<file path="config.mk">
export PLATFORM = sky130hd
export DESIGN_NAME = lut_multiplier_seq
export DESIGN_NICKNAME = d
export VERILOG_FILES = /design/src/rtl/lut_multiplier_seq.sv
export SDC_FILE = /design/constraint.sdc
export NUM_CORES = 1
export LEC_CHECK = 0
export CAP_MARGIN = 40
export CORE_MARGIN = 2
export CORE_UTILIZATION = 45
export CTS_CLUSTER_SIZE = 14
export DETAILED_ROUTE_END_ITERATION = 8
export GPL_TIMING_DRIVEN = 0
export PLACE_DENSITY = 0.68
export SYNTH_ARGS = -nofsm -noshare
export SYNTH_HDL_FRONTEND = slang
export SYNTH_SLANG_ARGS = --single-unit
</file>
<file path="constraint.sdc">
create_clock -name clk_seq -period 8.11 [get_ports clk_seq]
set_input_delay 0.811 -clock clk_seq [delete_from_list [all_inputs] [get_ports clk_seq]]
set_output_delay 0.811 -clock clk_seq [all_outputs]
set_load 0.005 [all_outputs]
</file>
<file path="src/rtl/lut_multiplier_seq.sv">
// ---------------------------------------------------------------------------
// lut_multiplier_seq
//
// Sequential LUT multiplier for unsigned operands.
// An operation has two phases:
//   FILL  builds a table of the 2^DIGIT_BITS multiples of operand 0.
//   MULT  consumes operand 1 one DIGIT_BITS-wide digit per cycle, MSB first.
//         Each cycle it shifts the accumulator and adds the selected table entry.
//
// Latency from the accepting edge to done is L = 2^DIGIT_BITS - 1 + WIDTH_B/DIGIT_BITS.
//
// Parameters
//   WIDTH_A     multiplicand width
//   WIDTH_B     multiplier width (a multiple of DIGIT_BITS)
//   DIGIT_BITS  digit width, 1..4
//
// Ports
//   clk_seq              clock, rising edge
//   resetn_seq           synchronous reset, active high
//   start_seq            request, sampled only while idle
//   source_number_seq_0  multiplicand
//   source_number_seq_1  multiplier
//   busy_seq             operation in progress (FILL or MULT)
//   done_seq             one-cycle pulse; result_seq is valid from this cycle
//   result_seq           product, held until the next done
// ---------------------------------------------------------------------------
module lut_multiplier_seq #(
    parameter int unsigned WIDTH_A    = 32,
    parameter int unsigned WIDTH_B    = 32,
    parameter int unsigned DIGIT_BITS = 2
) (
    input  logic                       clk_seq,
    input  logic                       resetn_seq,
    input  logic                       start_seq,
    input  logic [WIDTH_A-1:0]         source_number_seq_0,
    input  logic [WIDTH_B-1:0]         source_number_seq_1,
    output logic                       busy_seq,
    output logic                       done_seq,
    output logic [WIDTH_A+WIDTH_B-1:0] result_seq
);

    localparam int unsigned ACC_W     = WIDTH_A + WIDTH_B;
    localparam int unsigned LUT_W     = WIDTH_A + DIGIT_BITS;
    localparam int unsigned LUT_DEPTH = 1 << DIGIT_BITS;
    localparam int unsigned N_DIGITS  = WIDTH_B / DIGIT_BITS;
    localparam int unsigned CNT_W     = (N_DIGITS > 1) ? $clog2(N_DIGITS) : 1;

    localparam logic [DIGIT_BITS-1:0] IDX_LAST = '1;
    localparam logic [CNT_W-1:0]      CNT_LAST = CNT_W'(N_DIGITS - 1);

    typedef enum logic [1:0] {
        ST_IDLE = 2'd0,
        ST_FILL = 2'd1,
        ST_MULT = 2'd2
    } state_e;

    state_e                 state_q, state_d;
    logic [WIDTH_A-1:0]     a_q, a_d;
    logic [WIDTH_B-1:0]     b_q, b_d;
    logic [ACC_W-1:0]       acc_q, acc_d;
    logic [LUT_W-1:0]       lut_q [LUT_DEPTH];
    logic [LUT_W-1:0]       lut_d [LUT_DEPTH];
    logic [DIGIT_BITS-1:0]  idx_q, idx_d;
    logic [CNT_W-1:0]       cnt_q, cnt_d;
    logic                   busy_q, busy_d;
    logic                   done_q, done_d;
    logic [ACC_W-1:0]       result_q, result_d;

    logic [DIGIT_BITS-1:0]  digit;
    logic [ACC_W-1:0]       acc_next;

    // State and datapath registers; reset clears everything including the table.
    always_ff @(posedge clk_seq) begin
        if (resetn_seq) begin
            state_q  <= ST_IDLE;
            a_q      <= '0;
            b_q      <= '0;
            acc_q    <= '0;
            idx_q    <= '0;
            cnt_q    <= '0;
            busy_q   <= 1'b0;
            done_q   <= 1'b0;
            result_q <= '0;
            for (int i = 0; i < int'(LUT_DEPTH); i++) begin
                lut_q[i] <= '0;
            end
        end else begin
            state_q  <= state_d;
            a_q      <= a_d;
            b_q      <= b_d;
            acc_q    <= acc_d;
            idx_q    <= idx_d;
            cnt_q    <= cnt_d;
            busy_q   <= busy_d;
            done_q   <= done_d;
            result_q <= result_d;
            for (int i = 0; i < int'(LUT_DEPTH); i++) begin
                lut_q[i] <= lut_d[i];
            end
        end
    end

    // Next-state, datapath and output logic.
    always_comb begin
        state_d  = state_q;
        a_d      = a_q;
        b_d      = b_q;
        acc_d    = acc_q;
        idx_d    = idx_q;
        cnt_d    = cnt_q;
        busy_d   = busy_q;
        done_d   = 1'b0;
        result_d = result_q;
        for (int i = 0; i < int'(LUT_DEPTH); i++) begin
            lut_d[i] = lut_q[i];
        end

        // The MSB digit of the shifting multiplier selects the table entry.
        digit    = b_q[WIDTH_B-1 -: DIGIT_BITS];
        acc_next = (acc_q << DIGIT_BITS) + ACC_W'(lut_q[digit]);

        case (state_q)
            ST_IDLE: begin
                if (start_seq) begin
                    a_d      = source_number_seq_0;
                    b_d      = source_number_seq_1;
                    acc_d    = '0;
                    lut_d[0] = '0;
                    idx_d    = DIGIT_BITS'(1);
                    cnt_d    = '0;
                    busy_d   = 1'b1;
                    state_d  = ST_FILL;
                end
            end

            ST_FILL: begin
                // Each entry is the previous multiple plus the multiplicand.
                lut_d[idx_q] = lut_q[idx_q - DIGIT_BITS'(1)] + LUT_W'(a_q);
                idx_d        = idx_q + DIGIT_BITS'(1);
                if (idx_q == IDX_LAST) begin
                    state_d = ST_MULT;
                end
            end

            ST_MULT: begin
                acc_d = acc_next;
                b_d   = b_q << DIGIT_BITS;
                cnt_d = cnt_q + CNT_W'(1);
                if (cnt_q == CNT_LAST) begin
                    result_d = acc_next;
                    done_d   = 1'b1;
                    busy_d   = 1'b0;
                    state_d  = ST_IDLE;
                end
            end

            default: begin
                busy_d  = 1'b0;
                state_d = ST_IDLE;
            end
        endcase
    end

    assign busy_seq   = busy_q;
    assign done_seq   = done_q;
    assign result_seq = result_q;

endmodule

</file>
==> results of run 1 <==
[metrics by stage]
| step | setup slack, ps | hold slack (ps) | utilization | cells |
|---|---|---|---|---|
| finish | 1550 | 452 | 0.544 | 2703 |
| detailed placement | 1820 | 446 | 0.509 | 2631 |
| global placement | 1830 | 442 | 0.507 | 2625 |
| global route | 1260 | 471 | 0.544 | 2703 |
| CTS | 1750 | 454 | 0.544 | 2702 |
| floorplan | 3440 | 436 | - | 1983 |
[report_power, final]
part	internal (mW)	leakage [nW]	total [mW]	switching (mW)
registers	1.69	2.73	1.71	0.0218
logic	0.136	4.19	0.365	0.229
clock network	1.07	0.640	1.79	0.726
total	2.89	7.56	3.87	0.977
[worst max-delay path: cells and delay by family, from the launching register on]
kind / cells / cell delay (ps)
multiplexers: 1 / 470
XOR/XNOR: 1 / 330
flip-flops: 1 / 410
buffers and inverters: 5 / 1770
AO/OA/AOI/OAI: 8 / 2660
adder cells (fa/ha/maj): 2 / 740
[cells by family (layout without fill, tap and decap cells)]
logic type,Yosys count,in the layout,synth area share
AOI/OAI and AO/OA,595,595,0.206
xor gates and xnor gates,89,89,0.0456
adders and majority gates,71,71,0.0528
buffers and inverters,157,365,0.0440
DFF,338,338,0.396
muxes,68,68,0.0898
other,0,1,0
and+or+nand+nor,665,665,0.167
[registers in the layout (all words and copies together) (netlist names), named ones only]
| register | count |
|---|---|
| result_seq | 64 |
| done_seq | 1 |
| idx_q | 2 |
| b_q | 32 |
| lut_q | 136 |
| cnt_q | 4 |
| a_q | 32 |
| acc_q | 62 |
| state_q | 2 |
| busy_seq | 1 |
[final cells by class]
| type | count | share of cell area |
|---|---|---|
| multi-input cells | 1488 | 0.469 |
| flip-flops and latches | 338 | 0.331 |
| repair buffers | 137 | 0.0679 |
| clock buffers | 60 | 0.0575 |
| plain buffers | 138 | 0.0333 |
| well taps | 511 | 0.0313 |
| clock inverters | 11 | 0.00618 |
| inverters | 19 | 0.00349 |
| diodes | 1 | 0.000122 |
[metal layers]
metal / wire (µm) / part of all wire / vias up
met3: 4250 / 0.080 / 114
li1: - / - / 7453
met1: 22900 / 0.43 / 7487
met5: 0 / 0 / -
met2: 23900 / 0.45 / 640
met4: 1890 / 0.036 / 0
[cell usage after synthesis (23+ instances only)]
| cell | number | area (µm²) |
|---|---|---|
| dfxtp_1 | 338 | 6770 |
| xor2_1 | 32 | 280 |
| a211oi_1 | 23 | 173 |
| nand2_1 | 399 | 1500 |
| a22oi_1 | 46 | 345 |
| a21o_1 | 37 | 278 |
| nand3_1 | 75 | 375 |
| xnor2_1 | 57 | 499 |
| o21ai_0 | 108 | 541 |
| clkbuf_1 | 99 | 372 |
| a21oi_1 | 286 | 1430 |
| nor2_1 | 97 | 364 |
| ha_1 | 69 | 863 |
| mux4_2 | 67 | 1510 |
[final timing paths]
path                                endpoint  slack [ps]
setup / recovery   lut_q[3][33]$_SDFFE_PP0P_        1550
hold / removal    result_seq[9]$_SDFFE_PP0P_         450
setup reg to reg   lut_q[3][33]$_SDFFE_PP0P_        1550
hold reg to reg   result_seq[9]$_SDFFE_PP0P_         450
==> run metrics, run 1 <==
Crit. End Element=flop; Crit Path Max Fanout=10; largest net degree at the start of global routing=14; slowest cell delay on critical path=~800 ps; setup bufs post-CTS=0; GP Congestion=0.930; total track usage=0.269; layout cell share with drive strength beyond 1=0.0739; Critical Path AT=6960 ps; global routing usage on met3=0.0510; Synth Register Bits=around 340; max-cap viol count=0; clock buffer depth=3; fmax=0.152 GHz; fill count=3567; routed len/inst=19.6 µm; row count=71; # setup viols final=0; Top Usage Layer GRT=met2; Setup crit start=idx_q[0]$_SDFFE_PP0P_; HPWL Detailed=roughly 40 mm; sequential cell area fraction in the yosys report=0.396; RSZ-0062 raised after global routing=no; GR Util met2=0.431; port bufs=131; Synth Area per Inst=8.62 µm²; EDFF count, synth=0; beginning of the worst hold path=result_seq[9]$_SDFFE_PP0P_; Lkg Pwr=7.56 nW; antenna-violating nets left=0; Num CTS Buffers=39; Worst EP required=8520 ps; CTS tree=built; H-tree levels=2; Reg area=0.00677 mm²; footprint of the multi-input gates=approximately 0.0096 mm²; mapped cell area=about 0.017 mm²; Die X=199 µm; worst reg-to-reg path cell count=17; crit-path cells=buf_8, buf_1, inv_1, ha_1, clkbuf_8, clkbuf_1, mux4_2, ha_1, o211ai_1, o21ai_0, o211ai_1, a21oi_1, o2111ai_1, a2111oi_0, o31ai_1, xor2_1, a21oi_1; post-synth cell types=65; clk_skew=26.4 ps; Hold Fails Final Rpt=0; yosys warns=0; core area=0.0376 mm²; Setup crit start kind=flop; drt via density=just under 6; R2R Path Start=idx_q[0]$_SDFFE_PP0P_; initial antenna violation count=1; pwr dens=190 mW/mm²; Placed Area=about 0.019 mm²; clk slew on worst S/H paths=60 ps; global route overflow=0; Tcrit/Tclk final=0.809; DIE AREA=0.0396 mm²; status=finished clean; Slew Limit Fails=0; hold_buf cts=0; area grow syn2layout=19.5%; Hold Path Depth=2; Fin Setup TNS=0 ps; HP Class=flop to flop; total power=slightly below 4 mW; post_cts resized=0; first-pass GRT wire length=82.4 mm; cell count after synthesis=1983; Crit-path slowest cell=a2111oi_0; syn nets=~2100; VDD IR max=0.123 mV; clock sinks=338; I/O pin count=133; Pre-antenna DRT Iters=6; Finished Cell Area=a little over 0.02 mm²; DRC viols=0; post-synthesis async set-or-reset flop share=0; CTS root buffer=clkbuf_16; most used flip-flop cell after synthesis=dfxtp_1; Setup Crit Path Kind=flop to flop; Slew @ Worst Pin=867 ps; total wire length=roughly 53 mm; initial DRC count=1705; Final nets=~2300; vias in the first global route=15134; Max transition margin=0.407; via count=15694; met1 Usage GRT=0.359; Die H=199 µm; most common cell after layout, fill and taps aside=nand2_1; Tmin final=6560 ps; Initial Util=0.455; most frequent cells in the layout=nand2_1 (399), dfxtp_1 (338), a21oi_1 (286); worst skew pair latency=570 ps
(Power assumes the default switching activity.)
==> inputs of run 2 (changes only) <==
==> constraint.sdc (replaced) <==
create_clock -name clk_seq -period 6.61 [get_ports clk_seq]
set_input_delay 0.661 -clock clk_seq [delete_from_list [all_inputs] [get_ports clk_seq]]
set_output_delay 0.661 -clock clk_seq [all_outputs]
set_load 0.005 [all_outputs]
==> run metrics, run 2 (synthesis results as in run 1) <==
core area=0.0376 mm²; post_cts resized=0; RSZ-0062 raised after global routing=no; Fin Setup TNS=0 ps; Slew @ Worst Pin=between 900 and 1000 ps; Setup Crit Path Kind=flop to flop; pwr dens=~230 mW/mm²; row count=71; HPWL Detailed=39.1 mm; beginning of the worst hold path=result_seq[9]$_SDFFE_PP0P_; CTS root buffer=clkbuf_16; DIE AREA=0.0396 mm²; max reg flops=between 100 and 150; Placed Area=~0.019 mm²; clock sinks=between 300 and 400; clk_skew=between 20 and 30 ps; routed len/inst=roughly 20 µm; R2R Path Start=idx_q[0]$_SDFFE_PP0P_; layout cell share with drive strength beyond 1=0.0740; most frequent cells in the layout=nand2_1 (399), dfxtp_1 (338), a21oi_1 (286); Crit Path Max Fanout=19; Initial Util=0.455; DRC viols=0; total wire length=52.9 mm; Pre-antenna DRT Iters=7; Tcrit/Tclk final=0.896; Worst EP required=between 7000 and 8000 ps; Worst Path Buf+Inv=4; Hold Fails Final Rpt=0; Finished Core Util=0.544; status=finished clean; Min-Delay Endpoint=result_seq[9]$_SDFFE_PP0P_; first-pass GRT wire length=82.4 mm; Most flops, register=lut_q; global route overflow=0; initial antenna violation count=1; Die X=between 150 and 200 µm; Finished Cell Area=0.0204 mm²; slowest cell delay on critical path=850 ps; H-tree levels=2; Max transition margin=0.364; max-cap viol count=0; largest net degree at the start of global routing=14; cell family with most CP delay=compound AO/OA/AOI/OAI gates; HP Class=flop to flop; I/O pin count=133; worst skew pair latency=between 500 and 600 ps; Setup crit start=idx_q[0]$_SDFFE_PP0P_; port bufs=131; Die H=199 µm; fmax=0.169 GHz; Final nets=2298; Tmin final=5920 ps; crit-path cells=buf_8, inv_1, ha_1, clkbuf_8, clkbuf_1, mux4_2, ha_1, o211ai_1, o21ai_0, o211ai_1, a21oi_1, o2111ai_1, a2111oi_0, o31ai_1, xor2_1, a21oi_1; setup bufs post-CTS=0; clk slew on worst S/H paths=approximately 60 ps; total power=4.75 mW; hold_buf cts=0; antenna-violating nets left=0; Crit. End Element=flop; worst hold margin=453 ps; vias in the first global route=15134; # setup viols final=0; area grow syn2layout=19.4%; clock buffer depth=3; Num CTS Buffers=39; GP Congestion=0.930; total track usage=0.269; CTS tree=built; reg2reg setup slack=690 ps; Setup crit start kind=flop; Hold Path Depth=2; worst reg-to-reg path cell count=16; Lkg Pwr=7.56 nW; Slew Limit Fails=0; most common cell after layout, fill and taps aside=nand2_1; worst r2r dst=lut_q[1][33]$_SDFFE_PP0P_; Critical Path AT=~6300 ps; drt via density=5.80; Crit-path slowest cell=a2111oi_0; VDD IR max=about 0.15 mV; via count=15667; initial DRC count=1651
-- run 2: power by group --
group | internal [mW] | switching, mW
Clock | 1.31 | 0.892
Sequential | 2.08 | 0.0267
Combinational | 0.167 | 0.280
Total | 3.55 | 1.20
-- run 2: how the worst max path moves through the flow --
stage                     cells after the start  slack, ps                         to
after floorplan                              17       1940  lut_q[0][32]$_SDFFE_PP0P_
after global placement                       17        330  lut_q[1][33]$_SDFFE_PP0P_
after detailed placement                     17        320  lut_q[3][33]$_SDFFE_PP0P_
after CTS                                    17        250  lut_q[1][33]$_SDFFE_PP0P_
after global routing                         16        500  lut_q[3][33]$_SDFFE_PP0P_
final                                        16        690  lut_q[1][33]$_SDFFE_PP0P_
-- run 2: area by class of cell --
class / instances / area [µm²]
clock inverter: 11 / 126
tap: 511 / 639
clock buffer: 60 / 1170
inverter: 19 / 71.3
antenna: 1 / 2.50
timing repair buffer: 137 / 1390
buffer: 137 / 677
multi-input combinational: 1488 / 9580
fill: 3567 / 17100
sequential: 338 / 6770
-- run 2: worst reg2reg max path: stages (launching register included) --
cell and delay [ps]:
dfxtp_1 400, buf_8 260, inv_1 100, ha_1 300
clkbuf_8 190, clkbuf_1 600, mux4_2 480, ha_1 400
o211ai_1 130, o21ai_0 550, o211ai_1 250, a21oi_1 370
o2111ai_1 220, a2111oi_0 850, o31ai_1 200, xor2_1 340
a21oi_1 110
-- run 2: through the flow --
stage / cells / worst slack [ps]
final: 2702 / 689
after floorplan: 1983 / 1940
after global routing: 2702 / 504
after global placement: 2625 / 328
after CTS: 2702 / 254
after detailed placement: 2631 / 315
-- run 2: metal layers --
| layer | GRT usage | wire, µm |
|---|---|---|
| met1 | 0.359 | 23100 |
| met2 | 0.431 | 23700 |
| met3 | 0.0510 | 4080 |
| met4 | 0.106 | 1990 |
| met5 | 0 | 0 |
==> inputs of run 3 (changes only) <==
--- a/config.mk
+++ b/config.mk
@@ -11,7 +11,7 @@
 export CTS_CLUSTER_SIZE = 14
 export DETAILED_ROUTE_END_ITERATION = 8
 export GPL_TIMING_DRIVEN = 0
-export PLACE_DENSITY = 0.68
+export PLACE_DENSITY_LB_ADDON = 0.3
 export SYNTH_ARGS = -nofsm -noshare
 export SYNTH_HDL_FRONTEND = slang
 export SYNTH_SLANG_ARGS = --single-unit
==> run metrics, run 3 (synthesis results as in run 1) <==
Die X=about 200 µm; drt via density=5.85; Initial Util=0.455; RSZ-0062 raised after global routing=no; M1 WL=22.5 mm; Worst EP required=7020 ps; row count=just over 70; DIE AREA=between 0.03 and 0.04 mm²; core area=0.0376 mm²; switching power share of the total=0.242; clk slew on worst S/H paths=60 ps; largest net degree at the start of global routing=14; antenna-violating nets left=0; port bufs=131; Hold Path Depth=2; fill count=3498; total track usage=0.267; area grow syn2layout=19.7%; initial DRC count=1445; Slew Limit Fails=0; Tmin final=5950 ps; HPWL Detailed=38.9 mm; Tcrit/Tclk final=0.901; Lkg Pwr=7.58 nW; GP Congestion=0.915; clk_skew=20.3 ps; VDD IR max=between 0.15 and 0.2 mV; max reg flops=around 140; Critical Path AT=6360 ps; clock buffer depth=3; worst skew pair latency=570 ps; Hold Fails Final Rpt=0; post_cts resized=0; Final nets=2297; most frequent cells in the layout=nand2_1 (399), dfxtp_1 (338), a21oi_1 (286); worst hold margin=454 ps; routed len/inst=19.5 µm; Slew @ Worst Pin=930 ps; Min-Delay Endpoint=result_seq[19]$_SDFFE_PP0P_; worst r2r dst=lut_q[1][33]$_SDFFE_PP0P_; status=finished clean; reg2reg setup slack=660 ps; # setup viols final=0; R2R Path Start=idx_q[0]$_SDFFE_PP0P_; I/O pin count=133; vias in the first global route=between 10000 and 15000; Crit. End Element=flop; Most flops, register=lut_q; Clk pwr share=0.471; Met3 Wirelength=4.49 mm; via count=15780; max-cap viol count=0; Crit Path Max Fanout=19; Setup crit start kind=flop; most common cell after layout, fill and taps aside=nand2_1; Flop pwr share=0.436; fmax=0.168 GHz; Int Pwr=3.66 mW; global route overflow=0; Inserted Diodes=0; total wire length=52.5 mm; DR WL met2=23.6 mm; worst reg-to-reg path cell count=16; layout cell share with drive strength beyond 1=0.0732; beginning of the worst hold path=result_seq[19]$_SDFFE_PP0P_; clock sinks=338; initial antenna violation count=1; Setup Crit Path Kind=flop to flop; Die H=199 µm; first-pass GRT wire length=about 82 mm; Fin Setup TNS=0 ps; Max transition margin=0.364; Num CTS Buffers=38; DRC viols=0; H-tree levels=2; HP Class=flop to flop; setup bufs post-CTS=0; combinational share of power=0.093; Pre-antenna DRT Iters=6; hold_buf cts=0; pwr dens=236 mW/mm²; CTS root buffer=clkbuf_16; Psw=1.17 mW; CTS tree=built; max layer used=met5
## run 3: cell type report
cell class                 instances  area (µm²)  area share
sequential                       338        6770       0.331
multi-input combinational       1488        9580       0.468
buffer                           137         677      0.0331
clock inverter                    12         218      0.0106
timing repair buffer             137        1390      0.0677
inverter                          19        71.3     0.00348
tap                              511         639      0.0312
clock buffer                      54        1120      0.0548
## run 3: worst max-delay path, stage by stage, from the launching register on
cell and delay, ps:
dfxtp_1 410, buf_8 260, inv_1 90, ha_1 300, clkbuf_8 180, clkbuf_1 610, mux4_2 470, ha_1 410
o211ai_1 120, o21ai_0 560, o211ai_1 260, a21oi_1 410, o2111ai_1 200, a2111oi_0 840, o31ai_1 220, xor2_1 330
a21oi_1 120
## run 3: how the worst max path moves through the flow
stage | startpoint | endpoint | cells past startpoint | slack (ps)
2_1_floorplan | idx_q[0]$_SDFFE_PP0P_ | lut_q[0][32]$_SDFFE_PP0P_ | 17 | 1940
3_3_place_gp | idx_q[0]$_SDFFE_PP0P_ | lut_q[1][33]$_SDFFE_PP0P_ | 17 | 290
3_5_place_dp | idx_q[0]$_SDFFE_PP0P_ | lut_q[3][33]$_SDFFE_PP0P_ | 17 | 210
4_1_cts | idx_q[0]$_SDFFE_PP0P_ | lut_q[1][33]$_SDFFE_PP0P_ | 17 | 100
5_1_grt | idx_q[0]$_SDFFE_PP0P_ | lut_q[1][33]$_SDFFE_PP0P_ | 16 | 460
6_report | idx_q[0]$_SDFFE_PP0P_ | lut_q[1][33]$_SDFFE_PP0P_ | 16 | 660
## run 3: stage by stage
stage	utilization	instance area, µm²	std cells	power [mW]	setup WS, ps
2_1_floorplan	-	17100	1983	2.41	1940
3_3_place_gp	0.507	19100	2625	2.57	287
3_5_place_dp	0.509	19100	2631	2.59	211
4_1_cts	0.545	20500	2697	4.85	103
5_1_grt	0.545	20500	2696	4.97	460
6_report	0.545	20500	2696	4.83	656
## run 3: routing by layer
layer / vias up / track usage
met1: 7530 / 0.349
met3: 130 / 0.0649
met2: 653 / 0.426
met5: - / 0
met4: 2 / 0.108
li1: 7465 / -
## run 3: power by group through the flow
stage,logic [mW],clock network (mW),registers [mW]
floorplan,0.274,0,2.14
global placement,0.426,0,2.15
detailed placement,0.441,0,2.15
CTS,0.444,2.30,2.10
global route,0.482,2.39,2.11
finish,0.448,2.28,2.10
